### config.mk
export PLATFORM = sky130hd
export DESIGN_NAME = bforge_apb_rr_master_flat
export DESIGN_NICKNAME = d
export VERILOG_FILES = /design/src/rtl/bforge_apb_rr_master_if.sv /design/src/rtl/bforge_apb_rr_master.sv /design/src/flat_wrapper.sv
export SDC_FILE = /design/constraint.sdc
export NUM_CORES = 1
export LEC_CHECK = 0
export CORE_AREA = 5 5 197 199
export DETAILED_ROUTE_END_ITERATION = 8
export DIE_AREA = 0 0 202 204
export HOLD_SLACK_MARGIN = 0.02
export SLEW_MARGIN = 20
export SYNTH_ARGS = -nofsm -noshare
export SYNTH_HDL_FRONTEND = slang
export SYNTH_SLANG_ARGS = --single-unit
export TNS_END_PERCENT = 5
### constraint.sdc
create_clock -name pclk -period 6.51 [get_ports pclk]
set_clock_uncertainty 0.15 [all_clocks]
set_input_delay 1.953 -clock pclk [delete_from_list [all_inputs] [get_ports pclk]]
set_output_delay 1.953 -clock pclk [all_outputs]
set_load 0.1 [all_outputs]
### src/rtl/bforge_apb_rr_master_if.sv
// Requester and APB signal bundle for bforge_apb_rr_master. The master modport is the arbiter side.
// The slave modport is the requester/target side.
interface bforge_apb_rr_master_if #(
  parameter int NUM_REQ = 4,
  parameter int NUM_TGT = 4,
  parameter int ADDR_W  = 32,
  parameter int DATA_W  = 32
);
  logic [NUM_REQ-1:0]        req_valid;
  logic [NUM_REQ-1:0]        req_ready;
  logic [NUM_REQ-1:0]        req_write;
  logic [NUM_REQ*ADDR_W-1:0] req_addr;
  logic [NUM_REQ*DATA_W-1:0] req_wdata;
  logic [NUM_REQ-1:0]        rsp_valid;
  logic [DATA_W-1:0]         rsp_rdata;
  logic                      rsp_err;
  logic [NUM_TGT-1:0]        psel;
  logic                      penable;
  logic                      pwrite;
  logic [ADDR_W-1:0]         paddr;
  logic [DATA_W-1:0]         pwdata;
  logic [NUM_TGT*DATA_W-1:0] prdata;
  logic [NUM_TGT-1:0]        pready;
  logic [NUM_TGT-1:0]        pslverr;

  modport master (
    input  req_valid, req_write, req_addr, req_wdata, prdata, pready, pslverr,
    output req_ready, rsp_valid, rsp_rdata, rsp_err, psel, penable, pwrite, paddr, pwdata
  );
  modport slave (
    output req_valid, req_write, req_addr, req_wdata, prdata, pready, pslverr,
    input  req_ready, rsp_valid, rsp_rdata, rsp_err, psel, penable, pwrite, paddr, pwdata
  );
endinterface

### src/rtl/bforge_apb_rr_master.sv
// Round-robin APB master: arbitrates NUM_REQ requesters onto one APB bus decoded to NUM_TGT targets.
// It issues one transfer at a time, with a decode-miss response and a PREADY timeout abort.
module bforge_apb_rr_master #(
  parameter int NUM_REQ  = 4,
  parameter int NUM_TGT  = 4,
  parameter int ADDR_W   = 32,
  parameter int DATA_W   = 32,
  parameter int WIN_LOG2 = 12,
  parameter int TIMEOUT  = 16
) (
  input  logic                   pclk,
  input  logic                   preset,
  bforge_apb_rr_master_if.master bus
);
  localparam int RW = $clog2(NUM_REQ);
  localparam int TW = $clog2(NUM_TGT);
  localparam int CW = $clog2(TIMEOUT + 1);
  localparam int HI = WIN_LOG2 + TW;
  localparam logic [NUM_REQ-1:0] ONE_R = {{(NUM_REQ-1){1'b0}}, 1'b1};
  localparam logic [NUM_TGT-1:0] ONE_T = {{(NUM_TGT-1){1'b0}}, 1'b1};

  typedef enum logic [1:0] {IDLE, SETUP, ACCESS, RESP} state_e;

  state_e              state_q;
  logic [RW-1:0]       ptr_q, gnt_q, gnt_d, idx;
  logic [TW-1:0]       tgt_q, tgt_d;
  logic                wr_q;
  logic [ADDR_W-1:0]   addr_q, addr_d;
  logic [DATA_W-1:0]   wdata_q, rdata_q;
  logic [NUM_TGT-1:0]  psel_q;
  logic                penable_q, err_q, any_vld, miss_d;
  logic [NUM_REQ-1:0]  rsp_valid_q;
  logic [CW-1:0]       cnt_q;

  logic [ADDR_W-1:0]   req_addr_a  [NUM_REQ];
  logic [DATA_W-1:0]   req_wdata_a [NUM_REQ];
  logic [DATA_W-1:0]   prdata_a    [NUM_TGT];

  genvar gi;
  generate
    for (gi = 0; gi < NUM_REQ; gi++) begin : g_req
      assign req_addr_a[gi]  = bus.req_addr[gi*ADDR_W +: ADDR_W];
      assign req_wdata_a[gi] = bus.req_wdata[gi*DATA_W +: DATA_W];
    end
    for (gi = 0; gi < NUM_TGT; gi++) begin : g_tgt
      assign prdata_a[gi] = bus.prdata[gi*DATA_W +: DATA_W];
    end
  endgenerate

  // Scan from the highest offset down so the last hit is the first valid at/after ptr_q.
  always_comb begin
    gnt_d   = '0;
    any_vld = 1'b0;
    idx     = '0;
    for (int i = NUM_REQ - 1; i >= 0; i--) begin
      idx = RW'((int'(ptr_q) + i) % NUM_REQ);
      if (bus.req_valid[idx]) begin
        gnt_d   = idx;
        any_vld = 1'b1;
      end
    end
  end

  assign addr_d = req_addr_a[gnt_d];
  assign tgt_d  = addr_d[WIN_LOG2 +: TW];
  assign miss_d = (addr_d >> HI) != '0;

  assign bus.req_ready = (state_q == IDLE && any_vld) ? (ONE_R << gnt_d) : '0;
  assign bus.psel      = psel_q;
  assign bus.penable   = penable_q;
  assign bus.pwrite    = wr_q;
  assign bus.paddr     = addr_q;
  assign bus.pwdata    = wdata_q;
  assign bus.rsp_valid = rsp_valid_q;
  assign bus.rsp_rdata = rdata_q;
  assign bus.rsp_err   = err_q;

  always_ff @(posedge pclk or posedge preset) begin
    if (preset) begin
      state_q     <= IDLE;
      ptr_q       <= '0;
      gnt_q       <= '0;
      tgt_q       <= '0;
      wr_q        <= 1'b0;
      addr_q      <= '0;
      wdata_q     <= '0;
      rdata_q     <= '0;
      err_q       <= 1'b0;
      psel_q      <= '0;
      penable_q   <= 1'b0;
      rsp_valid_q <= '0;
      cnt_q       <= '0;
    end else begin
      rsp_valid_q <= '0;
      case (state_q)
        IDLE: begin
          if (any_vld) begin
            gnt_q <= gnt_d;
            if (miss_d) begin
              rsp_valid_q <= ONE_R << gnt_d;
              err_q       <= 1'b1;
              rdata_q     <= '0;
              state_q     <= RESP;
            end else begin
              tgt_q   <= tgt_d;
              wr_q    <= bus.req_write[gnt_d];
              addr_q  <= addr_d;
              wdata_q <= req_wdata_a[gnt_d];
              psel_q  <= ONE_T << tgt_d;
              state_q <= SETUP;
            end
          end
        end
        SETUP: begin
          penable_q <= 1'b1;
          cnt_q     <= CW'(1);
          state_q   <= ACCESS;
        end
        ACCESS: begin
          if (bus.pready[tgt_q]) begin
            psel_q      <= '0;
            penable_q   <= 1'b0;
            rsp_valid_q <= ONE_R << gnt_q;
            err_q       <= bus.pslverr[tgt_q];
            rdata_q     <= wr_q ? '0 : prdata_a[tgt_q];
            state_q     <= RESP;
          end else if (cnt_q == CW'(TIMEOUT)) begin
            psel_q      <= '0;
            penable_q   <= 1'b0;
            rsp_valid_q <= ONE_R << gnt_q;
            err_q       <= 1'b1;
            rdata_q     <= '0;
            state_q     <= RESP;
          end else begin
            cnt_q <= cnt_q + 1'b1;
          end
        end
        RESP: begin
          ptr_q   <= (gnt_q == RW'(NUM_REQ - 1)) ? '0 : gnt_q + 1'b1;
          err_q   <= 1'b0;
          rdata_q <= '0;
          cnt_q   <= '0;
          state_q <= IDLE;
        end
        default: state_q <= IDLE;
      endcase
    end
  end
endmodule
### src/flat_wrapper.sv
// flat-port wrapper written by rule: the top's interface ports become plain ports
module bforge_apb_rr_master_flat 
#(
  parameter int NUM_REQ  = 4,
  parameter int NUM_TGT  = 4,
  parameter int ADDR_W   = 32,
  parameter int DATA_W   = 32,
  parameter int WIN_LOG2 = 12,
  parameter int TIMEOUT  = 16
)
  (pclk, preset, bus_req_valid, bus_req_write, bus_req_addr, bus_req_wdata, bus_prdata, bus_pready, bus_pslverr, bus_req_ready, bus_rsp_valid, bus_rsp_rdata, bus_rsp_err, bus_psel, bus_penable, bus_pwrite, bus_paddr, bus_pwdata);
  bforge_apb_rr_master_if #(.NUM_REQ(NUM_REQ), .NUM_TGT(NUM_TGT), .ADDR_W(ADDR_W), .DATA_W(DATA_W)) bus_i ();
  input  logic pclk;
  input  logic preset;
  input wire logic [$bits(bus_i.req_valid)-1:0] bus_req_valid;
  input wire logic [$bits(bus_i.req_write)-1:0] bus_req_write;
  input wire logic [$bits(bus_i.req_addr)-1:0] bus_req_addr;
  input wire logic [$bits(bus_i.req_wdata)-1:0] bus_req_wdata;
  input wire logic [$bits(bus_i.prdata)-1:0] bus_prdata;
  input wire logic [$bits(bus_i.pready)-1:0] bus_pready;
  input wire logic [$bits(bus_i.pslverr)-1:0] bus_pslverr;
  output wire logic [$bits(bus_i.req_ready)-1:0] bus_req_ready;
  output wire logic [$bits(bus_i.rsp_valid)-1:0] bus_rsp_valid;
  output wire logic [$bits(bus_i.rsp_rdata)-1:0] bus_rsp_rdata;
  output wire logic [$bits(bus_i.rsp_err)-1:0] bus_rsp_err;
  output wire logic [$bits(bus_i.psel)-1:0] bus_psel;
  output wire logic [$bits(bus_i.penable)-1:0] bus_penable;
  output wire logic [$bits(bus_i.pwrite)-1:0] bus_pwrite;
  output wire logic [$bits(bus_i.paddr)-1:0] bus_paddr;
  output wire logic [$bits(bus_i.pwdata)-1:0] bus_pwdata;
  assign bus_i.req_valid = bus_req_valid;
  assign bus_i.req_write = bus_req_write;
  assign bus_i.req_addr = bus_req_addr;
  assign bus_i.req_wdata = bus_req_wdata;
  assign bus_i.prdata = bus_prdata;
  assign bus_i.pready = bus_pready;
  assign bus_i.pslverr = bus_pslverr;
  assign bus_req_ready = bus_i.req_ready;
  assign bus_rsp_valid = bus_i.rsp_valid;
  assign bus_rsp_rdata = bus_i.rsp_rdata;
  assign bus_rsp_err = bus_i.rsp_err;
  assign bus_psel = bus_i.psel;
  assign bus_penable = bus_i.penable;
  assign bus_pwrite = bus_i.pwrite;
  assign bus_paddr = bus_i.paddr;
  assign bus_pwdata = bus_i.pwdata;
  bforge_apb_rr_master #(.NUM_REQ(NUM_REQ), .NUM_TGT(NUM_TGT), .ADDR_W(ADDR_W), .DATA_W(DATA_W), .WIN_LOG2(WIN_LOG2), .TIMEOUT(TIMEOUT)) u_core (.pclk(pclk), .preset(preset), .bus(bus_i));
endmodule
Yosys cells after proc, flatten, opt, wreduce, memory -nomap -nowiden
Cells that the tools add are included.

word-level totals
  register bits after elaboration = 120
  input bits = 402
  output and inout port bits = 111
  logic and storage cells = 122

operators by class
  add/subtract/negate cells = 5
  magnitude comparators = 8
  equality and inequality tests = 11
  shift-type cells = 3
  muxes and demuxes = 65
  bitwise gates (word level) = 3
  reduce and logical (&&, ||, !) cells = 14

operators with widths
  cell                 count
  $mux 32              11
  $bmux 32 s2          3
  $pmux 32 s3          1
  $mux 4               9
  $reduce_bool 32->1   1
  $lt 2x3->1 const B   6
  $mux 2               9
  $mux 1               17
  $pmux 4 s2           2
  $pmux 5 s3           1
  $bmux 1 s2           7
  $shl 1x2->4 const A  3
  $mux 5               2
  $pmux 2 s4           1
  $reduce_and 4->1     2
  $eq 2x2->1 const B   3
  $ge 3x3->1 const B   2
  $ne 2x2->1 const B   3
  $not 2->3            2
  $reduce_and 2->1     3
  $reduce_and 3->1     2
  $reduce_bool 3->1    2
  $add 5x1->5 const B  1
  $eq 5x5->1 const B   1
  other kinds (11)     15

Longest topological paths before layout
  depth in word-level cells = 15
  depth in mapped cells = 12
  gate-level depth less buffers = 9

Worst setup path before layout
No wires, ideal clock.

  path kind = input to output
  start = input port bus_req_valid[0]
  end = output port bus_req_ready[0]
  data arrival time = 4.865 ns
  data required time = 4.407 ns
  setup slack = -0.458 ns
  cell stages on the path = 6
  buffers on the path = 2
  path through = a21oi_1 > o21a_1 > o22a_1 > clkbuf_1 > clkbuf_1 > nor3_1

between the ends
  cells in the longest elaborated chain, start to end = 8
  elaborated cells between the ends (all ways) = 19
  classes of those cells = shift: 1; mux: 17; reduce/logical: 1

RTL lines
  element                                           RTL line                    source
  from (decl)                                       flat_wrapper.sv:15          input wire logic [$bits(bus_i.req_valid)-1:0] bus_req_valid;
  $bmux 1 s2                                        bforge_apb_rr_master.sv:57  if (bus.req_valid[idx]) begin
  $mux 1 (implied by the code)                      bforge_apb_rr_master.sv:57
  $mux 2 or $mux 1 (tied branches) (4 in series)    bforge_apb_rr_master.sv:57
  $shl 1x2->4 or $logic_and 1x1->1 (tied branches)  bforge_apb_rr_master.sv:68  assign bus.req_ready = (state_q == IDLE && any_vld) ? (ONE_R << gnt_d) : '0;
  $mux 4 (*)                                        bforge_apb_rr_master.sv:68
  to (decl)                                         flat_wrapper.sv:22          output wire logic [$bits(bus_i.req_ready)-1:0] bus_req_ready;

Mark *: on every way between the ends. The rest lies on a longest branch, timed or not. The select of a mux whose other input is x is not followed.

Worst setup path in the final report
  start = input port bus_req_valid[0]
  end = output port bus_req_ready[1]

The elaborated chain is that of the path after synthesis.

==> impl_summary.md <==
Yosys
Summing every instance area after synthesis gives 7250 µm². The biggest area contributor in the post-synthesis netlist is sky130_fd_sc_hd__dfrtp_1. The number of enable flip-flop cells after synthesis is 0.

In this run the mean area of a mapped cell was 8.21 µm². The share of synthesized area occupied by flip-flops and latches is 40.7%. The synthesized design contains 118 register bits.

Synthesis produced 883 cells. The net count of the mapped netlist is 1294. The count of different cell masters after synthesis is 42. The fraction of synthesis flops using an asynchronous set or reset pin is between 90% and 100%. The share of synthesized area in the top cell type comes to between 40% and 50%. After synthesis, the cell types taking the most area are sky130_fd_sc_hd__dfrtp_1 41%, sky130_fd_sc_hd__nand2_1 17%, sky130_fd_sc_hd__mux4_2 11%. The count of warnings emitted by yosys is 0. Among all flip-flop cells after synthesis, the most frequent one is sky130_fd_sc_hd__dfrtp_1.

Clocking
The latest clock arrival within the worst-skew pair is 400 ps. After clock tree synthesis, the clock-pin slew on the worst setup and hold paths is 60 ps. In this run the post-CTS setup repair buffer count came out at 0. The number of H-tree levels is 4.

The number of hold buffers added after CTS is 0. The post-cts gate resize count is 0. The clock passes through at most 2 buffers. TritonCTS built the clock tree. The number of CTS-inserted buffers is 17. The clock root buffer is sky130_fd_sc_hd__clkbuf_16. The clock sink count is 118.

Worst setup path
The critical path class is input port to output port. Across all register-to-register paths, the minimum setup slack is 2560 ps. The kind of cell adding the most delay to the critical path is simple AND/OR/NAND/NOR gates.

Walking the worst path, the cells encountered are clkdlybuf4s50_1, mux2i_1, nor2_1, or3_1, nor3_1, buf_12. In this run the critical register-to-register path is launched from u_core.ptr_q[1]. The worst setup path is captured at an output port.

The worst-path maximum fanout is 7. Together, buffers and inverters on the worst path number 2. STA classifies the critical path startpoint as an input port. The slowest library cell on the worst path is sky130_fd_sc_hd__or3_1. STA puts the critical path data required time at 4410 ps. Data on the critical path arrives at its endpoint at 3950 ps.

The worst-case reg-to-reg path depth is 9. The worst reg2reg path endpoint is u_core.bus.paddr[2]. The delay contributed by the slowest stage of the critical path is 560 ps.

Drt
The violation count after the first detailed-routing iteration is 248. The wire length per cell after detailed routing is 17.5 µm. Summed over all layers, the routed wires come to 32.4 mm. After detailed routing, the number of vias per cell comes to 4.32. After detailed routing, the number of remaining DRC violations is 0. The number of nets with antenna violations after routing is 0. The detailed-route via count is 8002. For this run, the detailed router's first-pass iteration total came to 4.

Floorplanning
The core area is 37000 µm². The die covers 41200 µm². For this configuration, the core starts out at a cell density of between 10% and 20%. Measured along the y axis, the die boundary spans around 200 µm. The initialized floorplan defines 71 standard-cell rows. The chip width is 202 µm. The I/O pin total is 513.

STA
The time the worst path needs with I/O delays and setup is 6050 ps. Setup violations remaining at the end of the flow were counted as 0. Setup total negative slack on the finished layout was measured at 0 ps. For the pin with the worst max-slew slack, the measured transition is ~1100 ps. The maximum clock rate is 165 MHz. The final max-slew violation count is 0.

Setup repair after global routing left no endpoint under its margin. The number of endpoints with negative hold slack in the final report is 0. The relative slew slack is 25.5%. The portion of the clock cycle consumed by the worst path in the final layout is 92.9%.

Finish
The area growth from synthesis to final layout is 84.9%. The library cell used most frequently in the layout, excluding fill and tap cells, is sky130_fd_sc_hd__clkdlybuf4s50_1. In the layout the commonest cells are 508 x sky130_fd_sc_hd__clkdlybuf4s50_1, 324 x sky130_fd_sc_hd__nand2_1, 117 x sky130_fd_sc_hd__dfrtp_1. The layout net count is 1771. The share of layout cells above drive strength 1 is 8.67%.

Min path
The min-delay analysis places its worst path in the category flip-flop to flip-flop. In this run the most critical hold path is launched from u_core.bus.rsp_rdata[0]. The destination of the worst hold path is u_core.bus.rsp_rdata[0]. The worst hold path was traced through 2 stages.

Pwr
Overall power consumption after layout is estimated at 6.30 mW. Internal power comes to 2.74 mW. The net switching fraction of the power is 56.5%. Per report_power, the sequential group accounts for 18.6% of the total. Summed over all nets, the switching power comes to around 3.6 mW. Per report_power, the combinational group accounts for 67.3% of the total. The leakage power summed over all cells is 5.69 nW. The part of the total power dissipated in the clock network is approximately 14%. Across the VDD grid, the largest voltage drop is 0.000232 V. Dividing total power by cell area gives a power density of 469 nW/µm².

Global route
The pin count of the biggest net entering global routing is 104. The via count of the first global-routing pass is 8624. The first global-routing pass estimated 49.0 mm of wire. The number of antenna violations at the first check in global routing is 4. The total overflow left after global routing is 0. The global routing usage summed across all routing layers is roughly 15%.

Place
The last weighted congestion value of the routability-driven placer is 0.887. Input and output buffers added on the ports amount to 512. Detailed placement ended at an HPWL of 26.2 mm.

Status
The flow ran to the end, and the final reports show no timing, DRC or antenna violations.

Run
Max-cap violations in this run came to 0.
cell families (layout without fill, tap and decap cells):
| logic type | after synthesis | in the layout | share of synthesized area [%] |
|---|---|---|---|
| AO/OA/AOI/OAI | 159 | 159 | 13.5 |
| XOR/XNOR | 2 | 2 | 0.242 |
| adder cells (fa/ha/maj) | 9 | 9 | 1.55 |
| buffers and inverters | 110 | 600 | 6.19 |
| flip-flops | 118 | 118 | 40.7 |
| multiplexers | 42 | 42 | 12.1 |
| other | 0 | 4 | 0 |
| AND/OR/NAND/NOR | 443 | 443 | 25.8 |
per-stage QoR:
stage               instances  cell area, µm²  worst slack (ps)  hold slack [ps]  util (%)
detailed placement       1815           12900               509              313      34.7
global placement         1815           12900               567              310      34.7
global route             1850           13400               392              347      36.2
finish                   1851           13400               460              323      36.2
floorplan                 883            7250              -458              350         -
CTS                      1847           13400               500              327      36.2
cell usage after synthesis (4+ instances only):
cell	n
sky130_fd_sc_hd__a21oi_1	6
sky130_fd_sc_hd__a22o_1	5
sky130_fd_sc_hd__a31oi_1	4
sky130_fd_sc_hd__and2_1	18
sky130_fd_sc_hd__buf_1	9
sky130_fd_sc_hd__buf_2	5
sky130_fd_sc_hd__buf_6	4
sky130_fd_sc_hd__clkbuf_1	45
sky130_fd_sc_hd__dfrtp_1	118
sky130_fd_sc_hd__ha_1	9
sky130_fd_sc_hd__inv_1	47
sky130_fd_sc_hd__mux2_2	4
sky130_fd_sc_hd__mux4_2	34
sky130_fd_sc_hd__nand2_1	324
sky130_fd_sc_hd__nand3_1	47
sky130_fd_sc_hd__nand4_1	5
sky130_fd_sc_hd__nor2_1	15
sky130_fd_sc_hd__nor3_1	9
sky130_fd_sc_hd__nor4_1	14
sky130_fd_sc_hd__o21ai_0	99
sky130_fd_sc_hd__o21ai_2	30
sky130_fd_sc_hd__o22ai_1	5
metal layers:
metal	vias to the layer above	global-route usage [%]	wire (µm)
met5	-	0	13
met4	2	5.13	663
met3	27	5.79	2900
met2	363	26.6	16000
met1	3675	16.9	12800
li1	3935	-	-
worst min-delay path, stage by stage (launching register included):
cell and delay (ps):
sky130_fd_sc_hd__dfrtp_1 330, sky130_fd_sc_hd__nand2_1 60, sky130_fd_sc_hd__o21ai_2 50
worst max path at each step:
stage	startpoint	to	slack, ps	cells after the start
2_1_floorplan	bus_req_valid[0]	bus_req_ready[0]	-460	6
3_5_place_dp	bus_req_valid[0]	u_core.bus.pwdata[12]	510	9
3_3_place_gp	bus_req_valid[0]	bus_req_ready[1]	570	6
4_1_cts	bus_req_valid[0]	bus_req_ready[1]	500	6
6_report	bus_req_valid[0]	bus_req_ready[1]	460	6
5_1_grt	bus_req_valid[0]	bus_req_ready[3]	390	6
state kept, by name (all words and copies together), names as in the netlist:
| signal | count |
|---|---|
| u_core.ptr_q | 2 |
| u_core.gnt_q | 2 |
| u_core.bus.paddr | 31 |
| u_core.bus.rsp_valid | 4 |
| u_core.tgt_q | 1 |
| u_core.bus.psel | 4 |
| u_core.bus.rsp_err | 1 |
| u_core.bus.penable | 1 |
| u_core.state_q | 2 |
| u_core.cnt_q | 5 |
| u_core.bus.pwdata | 32 |
| u_core.bus.pwrite | 1 |
| u_core.bus.rsp_rdata | 32 |
power by group through the flow:
stage / logic, mW / registers [mW] / clock network (mW)
2_1_floorplan: 1.31 / 2.93 / 0
3_3_place_gp: 4.26 / 1.17 / 0
3_5_place_dp: 4.28 / 1.18 / 0
4_1_cts: 4.29 / 1.17 / 0.935
5_1_grt: 4.50 / 1.20 / 0.960
6_report: 4.24 / 1.17 / 0.891
layout make-up:
| cell class | count | area, µm² |
|---|---|---|
| inverter | 47 | 179 |
| timing repair buffer | 521 | 5250 |
| clock inverter | 11 | 101 |
| clock buffer | 21 | 450 |
| fill | 3844 | 23600 |
| sequential | 118 | 2950 |
| multi-input combinational | 655 | 3880 |
| antenna | 4 | 10.0 |
| tap | 474 | 593 |
(Power assumes the default switching activity.)
